### config.mk
export PLATFORM = sky130hd
export DESIGN_NAME = biriscv_mul_scheduler
export DESIGN_NICKNAME = d
export VERILOG_FILES = /design/src/rtl/mul_sched_pkg.sv /design/src/rtl/mul_sched_arbiter.sv /design/src/rtl/biriscv_mul_scheduler.sv
export SDC_FILE = /design/constraint.sdc
export NUM_CORES = 1
export LEC_CHECK = 0
export CORE_AREA = 2 2 149 151
export CTS_CLUSTER_DIAMETER = 100
export DETAILED_ROUTE_END_ITERATION = 12
export DIE_AREA = 0 0 151 153
export PLACE_DENSITY = 0.55
export REMOVE_ABC_BUFFERS = 1
export SYNTH_ARGS = -nofsm -noshare
export SYNTH_HDL_FRONTEND = slang
export SYNTH_SLANG_ARGS = --single-unit
### constraint.sdc
create_clock -name clk_i -period 4.8 [get_ports clk_i]
set_input_delay 0.72 -clock clk_i [delete_from_list [all_inputs] [get_ports clk_i]]
set_output_delay 0.72 -clock clk_i [all_outputs]
set_load 0.01 [all_outputs]
### src/rtl/mul_sched_pkg.sv
// Shared definitions for the multiply issue scheduler: RV32M decode constants,
// the tracking-entry layout and the default pipeline depth.
package mul_sched_pkg;

  localparam logic [6:0] OPC_OP        = 7'b0110011;
  localparam logic [6:0] FUNCT7_MULDIV = 7'b0000001;

  localparam int MUL_LATENCY_DEFAULT = 2;
  localparam int MUL_TAG_W           = 5;

  typedef enum logic [2:0] {
    F3_MUL    = 3'b000,
    F3_MULH   = 3'b001,
    F3_MULHSU = 3'b010,
    F3_MULHU  = 3'b011
  } mul_funct3_e;

  typedef struct packed {
    logic                 valid;
    logic [MUL_TAG_W-1:0] tag;
    logic                 port;
  } mul_track_t;

  // funct3[2]=1 selects the divide group, which this unit does not execute
  function automatic logic is_mul_op(input logic [31:0] insn);
    return (insn[6:0] == OPC_OP) && (insn[31:25] == FUNCT7_MULDIV) && !insn[14];
  endfunction

endpackage

### src/rtl/mul_sched_arbiter.sv
// Two-way grant logic for the shared multiplier. MUL_SCHED_RR_EN selects
// round-robin with a priority register; otherwise pipe0 always wins.
module mul_sched_arbiter (
`ifdef MUL_SCHED_RR_EN
  input  logic       clk,
  input  logic       rst,
`endif
  input  logic [1:0] req,
  output logic [1:0] grant
);

`ifdef MUL_SCHED_RR_EN
  logic prio;

  always_comb begin
    grant = req;
    if (req == 2'b11) begin
      grant = prio ? 2'b10 : 2'b01;
    end
  end

  // Requests arrive pre-masked by hold/flush, so no grant means a frozen priority
  always_ff @(posedge clk or posedge rst) begin
    if (rst) begin
      prio <= 1'b0;
    end else if (|grant) begin
      prio <= grant[0];
    end
  end
`else
  assign grant = {req[1] & ~req[0], req[0]};
`endif

endmodule

### src/rtl/biriscv_mul_scheduler.sv
// Shares one multiplier between both issue pipes and tracks in-flight results.
// Define MUL_SCHED_RR_EN for round-robin arbitration (default: pipe0 priority).
module biriscv_mul_scheduler
  import mul_sched_pkg::*;
#(
  parameter int MUL_LATENCY = MUL_LATENCY_DEFAULT,
  parameter int TAG_W       = MUL_TAG_W
) (
  input  logic                  clk_i,
  input  logic                  rst_i,
  input  logic [1:0]            req_valid_i,
  output logic [1:0]            req_ready_o,
  input  logic [1:0][31:0]      req_opcode_i,
  input  logic [1:0][31:0]      req_ra_i,
  input  logic [1:0][31:0]      req_rb_i,
  input  logic [1:0][TAG_W-1:0] req_tag_i,
  input  logic                  hold_i,
  input  logic                  flush_i,
  output logic                  mul_valid_o,
  output logic [31:0]           mul_opcode_o,
  output logic [31:0]           mul_ra_o,
  output logic [31:0]           mul_rb_o,
  output logic                  mul_hold_o,
  input  logic [31:0]           mul_value_i,
  output logic                  wb_valid_o,
  output logic [31:0]           wb_value_o,
  output logic [TAG_W-1:0]      wb_tag_o,
  output logic                  wb_port_o,
  output logic                  illegal_o
);

  logic             can_issue;
  logic [1:0]       req_eff;
  logic [1:0]       grant;
  logic             sel;
  logic             accept;
  logic             legal;
  logic [31:0]      sel_opcode;
  logic [31:0]      sel_ra;
  logic [31:0]      sel_rb;
  logic [TAG_W-1:0] sel_tag;

  mul_track_t track [MUL_LATENCY];

  assign can_issue = ~(hold_i | flush_i | rst_i);
  assign req_eff   = req_valid_i & {2{can_issue}};

  mul_sched_arbiter u_arbiter (
`ifdef MUL_SCHED_RR_EN
    .clk   (clk_i),
    .rst   (rst_i),
`endif
    .req   (req_eff),
    .grant (grant)
  );

  assign req_ready_o = grant;
  assign sel         = grant[1];
  assign accept      = |grant;
  assign sel_opcode  = req_opcode_i[sel];
  assign sel_ra      = req_ra_i[sel];
  assign sel_rb      = req_rb_i[sel];
  assign sel_tag     = req_tag_i[sel];
  assign legal       = is_mul_op(sel_opcode);

  assign mul_valid_o  = accept & legal;
  assign illegal_o    = accept & ~legal;
  assign mul_opcode_o = mul_valid_o ? sel_opcode : '0;
  assign mul_ra_o     = mul_valid_o ? sel_ra : '0;
  assign mul_rb_o     = mul_valid_o ? sel_rb : '0;
  assign mul_hold_o   = hold_i & ~rst_i;

  // Flush wins over hold so killed ops can never resurface once the stall lifts
  always_ff @(posedge clk_i or posedge rst_i) begin
    if (rst_i) begin
      for (int i = 0; i < MUL_LATENCY; i++) begin
        track[i] <= '0;
      end
    end else if (flush_i) begin
      for (int i = 0; i < MUL_LATENCY; i++) begin
        track[i].valid <= 1'b0;
      end
    end else if (!hold_i) begin
      track[0].valid <= mul_valid_o;
      track[0].tag   <= sel_tag;
      track[0].port  <= sel;
      for (int i = 1; i < MUL_LATENCY; i++) begin
        track[i] <= track[i-1];
      end
    end
  end

  assign wb_valid_o = track[MUL_LATENCY-1].valid;
  assign wb_tag_o   = wb_valid_o ? track[MUL_LATENCY-1].tag : '0;
  assign wb_port_o  = wb_valid_o & track[MUL_LATENCY-1].port;
  assign wb_value_o = rst_i ? '0 : mul_value_i;

endmodule

==> reports/metrics.cfg, run 1 <==
[die]
die-height_um = 153
core-area_um2 = 21500
ios = 380
die_x_um = 151
die_area_um2 = 23100
initial_core_util_pct = 12.4
rows = 54

[synthesis]
yosysWarnings = 0
synth_top_family_by_area = simple AND/OR/NAND/NOR gates
synthMuxAreaShare_pct = 5.16
synth_compound_area_share_pct = 18.0
ys_top_cells_by_area = nand4_1, a21oi_1, nand3_1, dfrtp_1, nor2b_1
synth_ff_type = dfrtp_1
synth_top_area_share_pct = 19.0
syn_inst = 421
synth.most_common_cell = a21oi_1
ys_seq_elements = 14
synth_common_cells = a21oi_1, nand3_1, nand4_1
synth-simple-area-share_pct = 50.3
synth_edf_count = 0
yosys.area.top_type = nand4_1
async_reset_ff_share_pct = 100
synthAdderAreaFrac_pct = 0
synth_xor_area_share_pct = 0
ys_types = 27
syn_area_per_cell_um2 = 6.33
syn_area_um2 = 2670
synth-seq-area-share_pct = 13.1

[drt]
post_drt_wl_per_cell_um = 16.8
vias = 4597
drc = 0
ant_nets = 0
firstDrtPassIters = 6
drt_iter0_drc = 197
vias_per_cell = 4.46
postRouteWirelength_um = 17300

[sta]
finalWorstSetupSlack_ns = 0.504
setup_viol = 0
finalCritPeriodShare_pct = 89.5
holdWs_ns = 0.499
rsz0062_at_grt = no
finalMaxSlewViolations = 0
tns_ns = 0
period_needed_ns = 4.30
fmax_mhz = 233
relSlewSlack_pct = 59.4
finalHoldViolations = 0
skew_ns = 0.00150
max_slew.worst_pin.slew_ns = 0.609

[worst_hold_path]
min_from = track[5]$_DFFE_PP0N_
hold-path-endpoint = track[5]$_DFFE_PP0N_
worstHoldPathType = flop to flop
whs_path_depth = 1

[power]
leakage_nw = 2.02
irDropWorstVdd_v = 0.000111
pwr_density_cell_nw_per_um2 = 89.7

[grt]
overflow = 0
grt_usage_pct = 13.7
antenna_found_initial = 0
grt_pass1_wl_um = 25800
grt_pass1_vias = 4645
grt_max_degree = 67

[layout]
syn_to_final_growth_pct = 151
finalInstanceArea_um2 = 6680
fill_cells = 2328
final_layout_size_suffix_gt1_share_pct = 3.87
diodes = 0
utilization_pct = 31.1
num-nets-final = 992

[critical_path]
required_ns = 4.08
timing.rr.end = wb_valid_o$_DFFE_PP0P_
crit_path_end_kind = output pin
r2r_cells = 2
crit_type = primary input to output pin
r2r-start = wb_valid_o$_DFFE_PP0P_
reg2reg_setup_slack_ns = 3.99
start_kind = primary input
arrival_ns = 3.58
worst-path-max-fanout = 33

[clock_tree]
postCtsHoldBufs = 0
cts_resized = 0
path_clk_slew_ns = 0.04
cts_sinks = 14
cts_buffers = 3
cts_tree = done
clock-root-buffer = clkbuf_16
ctsLongestPathBuffers = 2
htree_levels = 1
insertion_delay_ns = 0.24
post_cts_buffers = 0

[run_status]
status = finished, final reports clean

[placed_design]
placed_area_um2 = 6610
place.gp.congestion = 0.787
port_buffers = 369
place_ws_ns = 0.484
hpwlAfterDp_um = 13100

[flow_run]
drv_cap = 0

placed cells by master (no fill, tap or decap):
cell type and n:
mux2i_1 7, o21ai_0 1, buf_4 8, nand4_1 81
or3_1 2, nand4b_1 2, a21oi_1 92, nand4bb_1 2
mux2_2 6, nor2b_1 34, or4_1 2, nor2_1 8
o22ai_1 1, nor2_4 3, buf_12 6, inv_1 2
nor4_1 2, clkdlybuf4s50_1 369, dfrtp_1 14, nand2b_4 1
nor4_4 1, nand2_1 3, clkbuf_16 3, o211ai_1 1
or4b_4 1, conb_1 10, and2_1 6, nand3_1 82
state kept, by name, indices dropped and copies added (netlist names):
register    count
wb_valid_o      1
track          13
kinds of logic after synthesis:
group / count (synthesis)
other cells: 1
compound gates: 95
mux: 13
flops: 14
simple gates: 230
buf+inv: 68
stage by stage:
stage,power (mW),instances
2_1_floorplan,0.200,364
3_3_place_gp,0.448,1027
3_5_place_dp,0.450,1027
4_1_cts,0.606,1030
5_1_grt,0.631,1030
6_report,0.600,1030
how the worst max path moves through the flow:
stage	start	to	slack, ns	cells past startpoint
2_1_floorplan	req_opcode_i[26]	mul_opcode_o[0]	-0.58	4
3_3_place_gp	hold_i	mul_opcode_o[4]	0.56	7
3_5_place_dp	hold_i	mul_opcode_o[25]	0.48	7
4_1_cts	hold_i	mul_opcode_o[25]	0.47	7
5_1_grt	hold_i	mul_opcode_o[25]	0.27	7
6_report	hold_i	mul_opcode_o[25]	0.50	7
report_power, final:
part	total [mW]	internal, mW	switching (mW)
registers	0.143	0.135	0.00766
logic	0.306	0.220	0.0857
clock network	0.151	0.108	0.0426
total	0.600	0.464	0.136
layout make-up:
| cell class | count | area (µm²) | share of cell area [%] |
|---|---|---|---|
| multi-input combinational | 348 | 2030 | 30.3 |
| sequential | 14 | 350 | 5.24 |
| inverter | 2 | 7.51 | 0.112 |
| timing repair buffer | 383 | 3870 | 58.0 |
| clock buffer | 3 | 75.1 | 1.12 |
| tap | 280 | 350 | 5.24 |
worst max-delay path, stage by stage:
cell             delay, ns
clkdlybuf4s50_1       0.51
or4b_4                0.58
nor4_4                0.35
buf_4                 0.42
nand2_1               0.23
a21oi_1               0.19
clkdlybuf4s50_1       0.56
routing by layer:
layer  track usage (%)  wire [µm]  vias up
met2              24.0       8170      214
li1                  -          -     2227
met1              17.4       7340     2142
met5                 0          0        -
met3              3.13       1600       14
met4              2.09        180        0
No activity file was read; power rests on OpenSTA's default activity.
==> run 2, diff against run 1 <==
--- a/config.mk
+++ b/config.mk
@@ -6,7 +6,6 @@
 export NUM_CORES = 1
 export LEC_CHECK = 0
 export CORE_AREA = 2 2 149 151
-export CTS_CLUSTER_DIAMETER = 100
 export DETAILED_ROUTE_END_ITERATION = 12
 export DIE_AREA = 0 0 151 153
 export PLACE_DENSITY = 0.55
==> results of run 2 <==
No change in the layout: final DEF, timing and power equal those of run 1.
